### src/rtl/board_move_ctrl_pkg.sv
// Shared chess definitions: piece encoding, start position and square index width.
// The video generator imports this package to decode the board read port.
package chess_pkg;

  localparam int SQ_W = 6;

  localparam logic WHITE = 1'b0;
  localparam logic BLACK = 1'b1;

  typedef enum logic [2:0] {
    PT_EMPTY  = 3'd0,
    PT_PAWN   = 3'd1,
    PT_KNIGHT = 3'd2,
    PT_BISHOP = 3'd3,
    PT_ROOK   = 3'd4,
    PT_QUEEN  = 3'd5,
    PT_KING   = 3'd6
  } piece_type_e;

  typedef logic [3:0] piece_t;
  typedef piece_t board_t [64];

  function automatic piece_t piece_code(input logic color, input piece_type_e ptype);
    return {color, ptype};
  endfunction

  // Index 0 is a1 (white queen-side rook); ranks ascend in steps of eight.
  localparam board_t START_BOARD = '{
    4'h4, 4'h2, 4'h3, 4'h5, 4'h6, 4'h3, 4'h2, 4'h4,
    4'h1, 4'h1, 4'h1, 4'h1, 4'h1, 4'h1, 4'h1, 4'h1,
    4'h0, 4'h0, 4'h0, 4'h0, 4'h0, 4'h0, 4'h0, 4'h0,
    4'h0, 4'h0, 4'h0, 4'h0, 4'h0, 4'h0, 4'h0, 4'h0,
    4'h0, 4'h0, 4'h0, 4'h0, 4'h0, 4'h0, 4'h0, 4'h0,
    4'h0, 4'h0, 4'h0, 4'h0, 4'h0, 4'h0, 4'h0, 4'h0,
    4'h9, 4'h9, 4'h9, 4'h9, 4'h9, 4'h9, 4'h9, 4'h9,
    4'hC, 4'hA, 4'hB, 4'hD, 4'hE, 4'hB, 4'hA, 4'hC
  };

endpackage

### src/rtl/board_move_ctrl_if.sv
// Move command handshake between the game/input logic (master) and the board controller (slave).
interface board_move_ctrl_if;
  import chess_pkg::*;

  logic            mv_valid;
  logic            mv_ready;
  logic [SQ_W-1:0] mv_src;
  logic [SQ_W-1:0] mv_dst;
  logic [2:0]      mv_promo;
  logic            mv_done;
  logic            mv_err;
  piece_t          mv_capt;

  modport master (
    output mv_valid, mv_src, mv_dst, mv_promo,
    input  mv_ready, mv_done, mv_err, mv_capt
  );

  modport slave (
    input  mv_valid, mv_src, mv_dst, mv_promo,
    output mv_ready, mv_done, mv_err, mv_capt
  );

endinterface

### src/rtl/board_move_ctrl.sv
// Live chess board with a move-command FSM (basic legality, promotion, turn, move count)
// and a registered square read port for the video pixel path.
module board_move_ctrl
  import chess_pkg::*;
#(
  parameter int CNT_W = 10
) (
  input  logic             clk,
  input  logic             reset,
  input  logic             new_game,
  board_move_ctrl_if.slave mv,
  output logic             turn,
  output logic [CNT_W-1:0] mv_count,
  input  logic [SQ_W-1:0]  sq_rd_addr,
  output piece_t           sq_rd_data
);

  typedef enum logic [1:0] {IDLE, CHECK, WRITE, RESP} state_e;

  state_e           state_q;
  board_t           board_q;
  logic [SQ_W-1:0]  src_q;
  logic [SQ_W-1:0]  dst_q;
  logic [2:0]       promo_q;
  piece_t           sp_q;
  piece_t           dp_q;
  logic             pendErr_q;
  logic             ready_q;
  logic             done_q;
  logic             err_q;
  piece_t           capt_q;
  logic             turn_q;
  logic [CNT_W-1:0] cnt_q;
  piece_t           rd_q;

  piece_t srcPiece;
  piece_t dstPiece;
  piece_t wrPiece;
  logic   chkErr;
  logic   promote;

  // Legality is judged directly from the live board in CHECK; promotion from the pieces latched there.
  always_comb begin
    srcPiece = board_q[src_q];
    dstPiece = board_q[dst_q];
    chkErr   = (srcPiece[2:0] == PT_EMPTY) || (src_q == dst_q) || (srcPiece[3] != turn_q) ||
               ((dstPiece != 4'h0) && (dstPiece[3] == srcPiece[3]));
    promote  = (sp_q[2:0] == PT_PAWN) &&
               (((sp_q[3] == WHITE) && (dst_q[5:3] == 3'd7)) ||
                ((sp_q[3] == BLACK) && (dst_q[5:3] == 3'd0)));
    wrPiece  = sp_q;
    if (promote) begin
      if ((promo_q >= 3'd2) && (promo_q <= 3'd5)) begin
        wrPiece = piece_code(sp_q[3], piece_type_e'(promo_q));
      end else begin
        wrPiece = piece_code(sp_q[3], PT_QUEEN);
      end
    end
  end

  // new_game outranks everything, aborting a move in flight without a completion pulse.
  always_ff @(posedge clk or posedge reset) begin
    if (reset) begin
      board_q   <= START_BOARD;
      state_q   <= IDLE;
      src_q     <= '0;
      dst_q     <= '0;
      promo_q   <= '0;
      sp_q      <= '0;
      dp_q      <= '0;
      pendErr_q <= 1'b0;
      ready_q   <= 1'b1;
      done_q    <= 1'b0;
      err_q     <= 1'b0;
      capt_q    <= '0;
      turn_q    <= WHITE;
      cnt_q     <= '0;
    end else if (new_game) begin
      board_q <= START_BOARD;
      state_q <= IDLE;
      ready_q <= 1'b1;
      done_q  <= 1'b0;
      turn_q  <= WHITE;
      cnt_q   <= '0;
    end else begin
      done_q <= 1'b0;
      case (state_q)
        IDLE: begin
          if (mv.mv_valid) begin
            src_q   <= mv.mv_src;
            dst_q   <= mv.mv_dst;
            promo_q <= mv.mv_promo;
            ready_q <= 1'b0;
            state_q <= CHECK;
          end
        end
        CHECK: begin
          sp_q      <= srcPiece;
          dp_q      <= dstPiece;
          pendErr_q <= chkErr;
          state_q   <= chkErr ? RESP : WRITE;
        end
        WRITE: begin
          board_q[dst_q] <= wrPiece;
          board_q[src_q] <= 4'h0;
          turn_q         <= ~turn_q;
          if (cnt_q != '1) begin
            cnt_q <= cnt_q + CNT_W'(1);
          end
          state_q <= RESP;
        end
        RESP: begin
          done_q  <= 1'b1;
          err_q   <= pendErr_q;
          capt_q  <= pendErr_q ? 4'h0 : dp_q;
          ready_q <= 1'b1;
          state_q <= IDLE;
        end
        default: state_q <= IDLE;
      endcase
    end
  end

  always_ff @(posedge clk or posedge reset) begin
    if (reset) begin
      rd_q <= '0;
    end else begin
      rd_q <= board_q[sq_rd_addr];
    end
  end

  assign mv.mv_ready = ready_q;
  assign mv.mv_done  = done_q;
  assign mv.mv_err   = err_q;
  assign mv.mv_capt  = capt_q;
  assign turn        = turn_q;
  assign mv_count    = cnt_q;
  assign sq_rd_data  = rd_q;

endmodule

### src/flat_wrapper.sv
// flat-port wrapper written by rule: the top's interface ports become plain ports
module board_move_ctrl_flat import chess_pkg::*;
#(
  parameter int CNT_W = 10
)
  (clk, reset, new_game, turn, mv_count, sq_rd_addr, sq_rd_data, mv_mv_valid, mv_mv_src, mv_mv_dst, mv_mv_promo, mv_mv_ready, mv_mv_done, mv_mv_err, mv_mv_capt);
  board_move_ctrl_if mv_i ();
  input  logic clk;
  input  logic reset;
  input  logic new_game;
  output logic turn;
  output logic [CNT_W-1:0] mv_count;
  input  logic [SQ_W-1:0] sq_rd_addr;
  output piece_t sq_rd_data;
  input wire logic [$bits(mv_i.mv_valid)-1:0] mv_mv_valid;
  input wire logic [$bits(mv_i.mv_src)-1:0] mv_mv_src;
  input wire logic [$bits(mv_i.mv_dst)-1:0] mv_mv_dst;
  input wire logic [$bits(mv_i.mv_promo)-1:0] mv_mv_promo;
  output wire logic [$bits(mv_i.mv_ready)-1:0] mv_mv_ready;
  output wire logic [$bits(mv_i.mv_done)-1:0] mv_mv_done;
  output wire logic [$bits(mv_i.mv_err)-1:0] mv_mv_err;
  output wire logic [$bits(mv_i.mv_capt)-1:0] mv_mv_capt;
  assign mv_i.mv_valid = mv_mv_valid;
  assign mv_i.mv_src = mv_mv_src;
  assign mv_i.mv_dst = mv_mv_dst;
  assign mv_i.mv_promo = mv_mv_promo;
  assign mv_mv_ready = mv_i.mv_ready;
  assign mv_mv_done = mv_i.mv_done;
  assign mv_mv_err = mv_i.mv_err;
  assign mv_mv_capt = mv_i.mv_capt;
  board_move_ctrl #(.CNT_W(CNT_W)) u_core (.clk(clk), .reset(reset), .new_game(new_game), .mv(mv_i), .turn(turn), .mv_count(mv_count), .sq_rd_addr(sq_rd_addr), .sq_rd_data(sq_rd_data));
endmodule
### config.mk
export PLATFORM = sky130hd
export DESIGN_NAME = board_move_ctrl_flat
export DESIGN_NICKNAME = d
export VERILOG_FILES = /design/src/rtl/board_move_ctrl_pkg.sv /design/src/rtl/board_move_ctrl_if.sv /design/src/rtl/board_move_ctrl.sv /design/src/flat_wrapper.sv
export SDC_FILE = /design/constraint.sdc
export NUM_CORES = 1
export LEC_CHECK = 0
export BUFFER_PORTS_ARGS = -buffer_cell sky130_fd_sc_hd__buf_4
export CAP_MARGIN = 15
export CORE_ASPECT_RATIO = 1.25
export CORE_MARGIN = 2
export CORE_UTILIZATION = 45
export DETAILED_ROUTE_END_ITERATION = 10
export SLEW_MARGIN = 25
export SYNTH_ARGS = -nofsm -noshare
export SYNTH_HDL_FRONTEND = slang
export SYNTH_SLANG_ARGS = --single-unit
### constraint.sdc
create_clock -name clk -period 21.7 [get_ports clk]
set_input_delay 2.17 -clock clk [delete_from_list [all_inputs] [get_ports clk]]
set_output_delay 2.17 -clock clk [all_outputs]
set_load 0.1 [all_outputs]
After elaboration in Yosys (flattened, before gate mapping) --
Index checks and enable logic that the tools add are counted.
Cells by class: add/sub/neg operators 1, order comparisons 7, eq/ne operators 10, multiplexer cells 33, bitwise operators 8, reductions and logical operators 23
Operators with widths (number):
- 2-to-1 mux 256 bit | 2
- bitwise AND 256 bit | 1
- bitwise mux 256 bit | 1
- NOT 256 bit | 1
- binary-select mux 4 bit (select 6 bit) | 3
- demux 4 bit (select 6 bit) | 2
- 2-to-1 mux 4 bit | 9
- 2-to-1 mux 10 bit | 3
- >= comparator 7 bit, second input constant | 3
- NOT 6 -> 7 bit | 3
- < comparator 7 x 1 -> 1 bit, second input constant | 2
- adder 10 x 1 -> 10 bit, second input constant | 1
- inequality test 10 bit, second input constant | 1
- case mux 2 bit (4 select lines) | 1
- AND reduction 2 bit | 4
- logical AND 1 bit | 7
- 2-to-1 mux 1 bit | 7
- equality test 6 bit | 1
- logical NOT 3 bit | 2
- 2-to-1 mux 3 bit | 2
- equality test 2 bit, second input constant | 2
- logical OR 1 bit | 4
- 2-to-1 mux 2 bit | 2
- nonzero test 2 bit | 2
- 14 further kinds | 16
Storage, ports and cells: bits in registers 304, bits of input ports 25, output and inout port bits 22, word-level logic and storage cells 160

Logic depth before layout (Yosys ltp) --
depth after elaboration 11, depth in mapped cells 12, mapped depth without buffers 8

Worst setup path before layout --
OpenSTA, ideal clock, no wires.
path kind in2reg, from input port sq_rd_addr[0], to register u_core.rd_q[0] (netlist: u_core.sq_rd_data[0]), library setup time 0.138 ns, data arrival time 4.281 ns, data required time 21.562 ns, setup slack 17.281 ns, cell stages on the path 5, buffers on the path 2, cells stage by stage clkbuf_1 buf_2 mux4_2 mux4_2 mux4_2
On the way: cells in the longest elaborated chain, start to end 4
RTL lines:
- start: declaration | line flat_wrapper.sv:13 | input logic [SQ_W-1:0] sq_rd_addr;
- NOT 6 -> 7 bit (implied by the code) | line board_move_ctrl.sv:128 | rd_q <= board_q[sq_rd_addr];
- binary-select mux 4 bit (select 6 bit) | line board_move_ctrl.sv:128
- 2-to-1 mux 4 bit (implied by the code) (2 in series) | line board_move_ctrl.sv:128
- end signal: assignment | line board_move_ctrl.sv:128
- end: declaration | line board_move_ctrl.sv:34 | piece_t rd_q;
No other way between the ends. The select of a mux whose other input is x is not followed. A chain may end at the register's enable or synchronous reset.

Worst setup path in the final report --
from register u_core.dst_q[1], to register u_core.state_q[0]
On the way: cells in the longest elaborated chain, start to end 10, elaborated cells between the ends (all ways) 14, classes of those cells eq/ne: 2; mux: 6; bitwise: 1; reduce/logical: 5
RTL lines:
- start: declaration | line board_move_ctrl.sv:23 | logic [SQ_W-1:0] dst_q;
- start signal: assignment | line board_move_ctrl.sv:91 | dst_q <= mv.mv_dst;
- NOT 6 -> 7 bit (implied by the code) | line board_move_ctrl.sv:45 | dstPiece = board_q[dst_q];
- binary-select mux 4 bit (select 6 bit) | line board_move_ctrl.sv:45
- 2-to-1 mux 4 bit (implied by the code) (2 in series) | line board_move_ctrl.sv:45
- nonzero test 4 bit / equality test 1 bit (equally long branches) | line board_move_ctrl.sv:47 | ((dstPiece != 4'h0) && (dstPiece[3] == srcPiece[3]));
- logical AND 1 bit | line board_move_ctrl.sv:47
- logical OR 1 bit (*) | line board_move_ctrl.sv:46 | chkErr = (srcPiece[2:0] == PT_EMPTY) || (src_q == dst_q) || (srcPiece[3] != turn_q) ||
- 2-to-1 mux 1 bit (*) | line board_move_ctrl.sv:101 | state_q <= chkErr ? RESP : WRITE;
- case mux 2 bit (4 select lines) (*) | line board_move_ctrl.sv:87 | case (state_q)
- 2-to-1 mux 2 bit (*) | line board_move_ctrl.sv:78 | end else if (new_game) begin
- end signal: assignment | line board_move_ctrl.sv:101
- end: declaration | line board_move_ctrl.sv:20 | state_e state_q;
Every way passes the cells marked *; elsewhere a longest branch is shown, timed or not. The select of a mux whose other input is x is not followed.

==> impl_results.md <==
* Lkg Pwr at around 8.2 nW
* Placeable core region at approximately 0.043 mm2
* Cell at the root of the clock tree: clkbuf_16
* Vertical die dimension at roughly 240 um
* Fraction of the cycle the final worst path needs at 0.222
* Setup TNS at 0 ps
* Biggest cell delay along the critical path at just over 900 ps
* Final hold viol count at 0
* Share of synthesized flip-flops with an asynchronous set or reset at 1.00
* Clock tree from TritonCTS: yes
* Cells along the critical path: buf_4, inv_2, a221o_1, a222oi_1, o22ai_1, nor4_1, a41oi_1, mux2i_1, a31oi_1
* Clk_lat worst skew at ~570 ps
* Switching portion of total power at 0.499
* Input/output buffers at 46
* Starting density of the core at 0.456
* Number of rows in the core area at between 80 and 90
* Critical path depth at 9
* Kind of critical path: register to register
* Power per Cell Area at roughly 120 mW/mm2
* Pin slew with the least headroom to its limit at ~1200 ps
* Global route overflow at 0
* Highest net fanout along the worst path at 46
* Sum of buffers and inverters on the critical path at 2
* Family of cells with the greatest summed delay on the critical path: compound AO/OA/AOI/OAI gates
* Total count of max-transition violations in the final report at 0
* Synth cell types at between 70 and 80
* Post-placement setup slack at between 15000 and 20000 ps
* Drt first-iter violations at about 3000
* Setup fix buffers added after clock tree synthesis at 0
* Total Power at approximately 2.6 mW
* Die boundary width at between 150 and 200 um
* Flip-flop and latch count after synthesis at slightly above 300
* Shortest period the worst path allows at between 4000 and 5000 ps
* H-Tree Depth at 2
* Required time worst endpoint at roughly 22000 ps
* Num CTS Buffers at 36
* Fraction of final layout cells sized beyond drive strength 1 at 0.209
* DP HPWL at approximately 63 mm
* Share of total power in the clock network at 0.238
* Hold path depth at 2
* Drt drc at 0
* Ys Warns at 0
* Number of enable flip-flop cells after synthesis at 0
* Total GRT Usage at 0.405
* Combined area of all synthesized cells at a little under 0.02 mm2
* Number of cell instances on the worst register-to-register path at 9
* Switching power of the nets at around 1.3 mW
* Setup slack after layout at approximately 17000 ps
* Worst VDD drop at roughly 0.00009 V
* Number of antenna-violating nets in the routed design at 0
* DIE AREA at roughly 0.045 mm2
* Clock-pin slew of the registers on the worst-case setup and hold paths at ~60 ps
* Pin count of the biggest net entering global routing at 126
* Skew final at about 12 ps
* Mapped Cells at between 1500 and 2000
* Nets@finish at ~1900
* Ports at 47
* Via count at approximately 19000
* Routability congestion estimate at approximately 1.0
* Max Cap Viol at 0
* End of the worst hold path: u_core.mv.mv_capt[1]$_DFFE_PP0P_
* Synthesized net count at slightly below 2000
* FMAX at between 0.2 and 0.25 GHz
* Slack of the worst reg-to-reg path at approximately 17000 ps
* Min-delay src: u_core.mv.mv_capt[1]$_DFFE_PP0P_
* Deepest clock path buffer count at 3
* Register area share after synthesis at 0.391
* Proportion of power drawn by flip-flops and latches at 0.272
* Overall routed net length at a little over 90 mm
* Number of global-route vias before repair at 18178
* Antenna violations before repair at 4
* Area grow syn2layout at 9.25%
* RSZ-0062 raised after global routing: false
* Wire length of the first global-routing pass at around 130 mm
* Data arrival at the endpoint of the critical path at 5250 ps
* Cell at the slowest stage of the critical path: nor4_1
* Drt via density at approximately 7.6
* Worst reg2reg endpoint: u_core.state_q[0]$_DFFE_PP0P_
* Relative slew slack at 0.210
* Critical Path Start Type: register
* Setup violators final at 0
* Cell area after layout at 0.0214 mm2
* CTS Hold Bufs at 0
* Run status: finished clean
* Logic gate share of total power at 0.490
* Routed wirelength normalized by instance count at 37.0 um
* Reg2reg start: u_core.dst_q[1]$_DFFE_PP0P_
* Clock Sink Count at 304
* Count of TritonRoute iterations in the first routing pass at 7
* Average size of a mapped cell at just over 10 um2
* Internal power of the cells at between 1 and 1.5 mW
* Leading cell types in the layout, fill and taps excluded: dfrtp_1 (241), nand2_1 (202), o21ai_0 (158)
* Number of fillers in the final layout at 3984
* Most common cell after layout, fill and taps aside: dfrtp_1
* Critical path endpoint category: register
* Count of instances resized after the clock tree is built at 0
* Worst min path class: register to register
* Most common flop cell mapped by yosys: dfrtp_1
* Post-placement cell area at 0.0202 mm2
[power groups by stage]
stage	logic, mW	clock network [mW]	registers [mW]
6_report	1.28	0.622	0.710
3_5_place_dp	1.20	0	0.713
3_3_place_gp	1.20	0	0.711
2_1_floorplan	0.764	0	0.679
5_1_grt	1.29	0.651	0.711
4_1_cts	1.21	0.626	0.703
[state kept, by name (all words and copies together), names as in the netlist]
register            count
u_core.board_q        256
u_core.dp_q             4
u_core.dst_q            6
u_core.mv.mv_capt       4
u_core.mv.mv_done       1
u_core.mv.mv_err        1
u_core.mv.mv_ready      1
u_core.mv_count        10
u_core.pendErr_q        1
u_core.promo_q          3
u_core.sp_q             4
u_core.sq_rd_data       4
u_core.src_q            6
u_core.state_q          2
u_core.turn             1
[worst max path at each step]
stage | start | end | slack [ps]
2_1_floorplan | reset | u_core.board_q[0]$_DFFE_PP0P_ | 11220
3_3_place_gp | sq_rd_addr[0] | u_core.sq_rd_data[3]$_DFF_PP0_ | 16620
3_5_place_dp | sq_rd_addr[0] | u_core.sq_rd_data[2]$_DFF_PP0_ | 16560
4_1_cts | sq_rd_addr[0] | u_core.sq_rd_data[2]$_DFF_PP0_ | 17160
5_1_grt | u_core.dst_q[1]$_DFFE_PP0P_ | u_core.state_q[0]$_DFFE_PP0P_ | 16920
6_report | u_core.dst_q[1]$_DFFE_PP0P_ | u_core.state_q[0]$_DFFE_PP0P_ | 16890
[worst reg2reg max path, stage by stage, from the launching register on]
cell and delay [ps]:
dfrtp_2 850, buf_4 670, inv_2 400, a221o_1 420, a222oi_1 540, o22ai_1 260
nor4_1 910, a41oi_1 220, mux2i_1 280, a31oi_1 130
[metrics by stage]
stage | hold WS, ps | utilization | std cells
floorplan | 451 | - | 1918
global placement | 471 | 0.469 | 2391
detailed placement | 477 | 0.469 | 2391
CTS | 490 | 0.497 | 2452
global route | 508 | 0.498 | 2454
finish | 488 | 0.498 | 2457
[metal layers]
metal	vias to the layer above	wire (um)	GRT usage
met4	2	7450	0.266
met1	9342	32900	0.508
met2	1565	39700	0.604
li1	7376	-	-
met3	435	10900	0.124
met5	-	14	0
[Yosys cell counts, types with 19 or more instances]
| cell | number | share of area |
|---|---|---|
| a211oi_1 | 19 | 0.0073 |
| a21oi_1 | 90 | 0.023 |
| a221o_1 | 69 | 0.035 |
| a221oi_1 | 35 | 0.016 |
| a22o_1 | 87 | 0.039 |
| a22oi_1 | 87 | 0.033 |
| buf_2 | 29 | 0.0074 |
| clkbuf_1 | 114 | 0.022 |
| dfrtp_1 | 247 | 0.31 |
| dfstp_2 | 57 | 0.076 |
| mux2_2 | 39 | 0.022 |
| mux2i_1 | 64 | 0.033 |
| mux4_2 | 115 | 0.13 |
| nand2_1 | 204 | 0.039 |
| nand3_1 | 22 | 0.0056 |
| nor2_1 | 114 | 0.022 |
| nor2b_1 | 29 | 0.0092 |
| o21ai_0 | 158 | 0.040 |
| o22ai_1 | 72 | 0.023 |
[cell type report]
type	instances	area, um2	area share
Clock inverter	12	155	0.00724
Tap cell	565	707	0.0330
Sequential cell	304	7690	0.359
Inverter	17	71.3	0.00333
Clock buffer	49	1020	0.0476
Antenna cell	4	10.0	0.000467
Timing Repair Buffer	92	711	0.0332
Multi-Input combinational cell	1414	11100	0.517
[logic make-up after synthesis]
group,Yosys count,share of synthesized area
fa+ha+maj,8,0.00510
mux,220,0.188
xor+xnor,12,0.00536
simple gates,484,0.115
compound gates,690,0.246
buf+inv,200,0.0481
flops,304,0.391
Power figures use the tool's default switching activity.
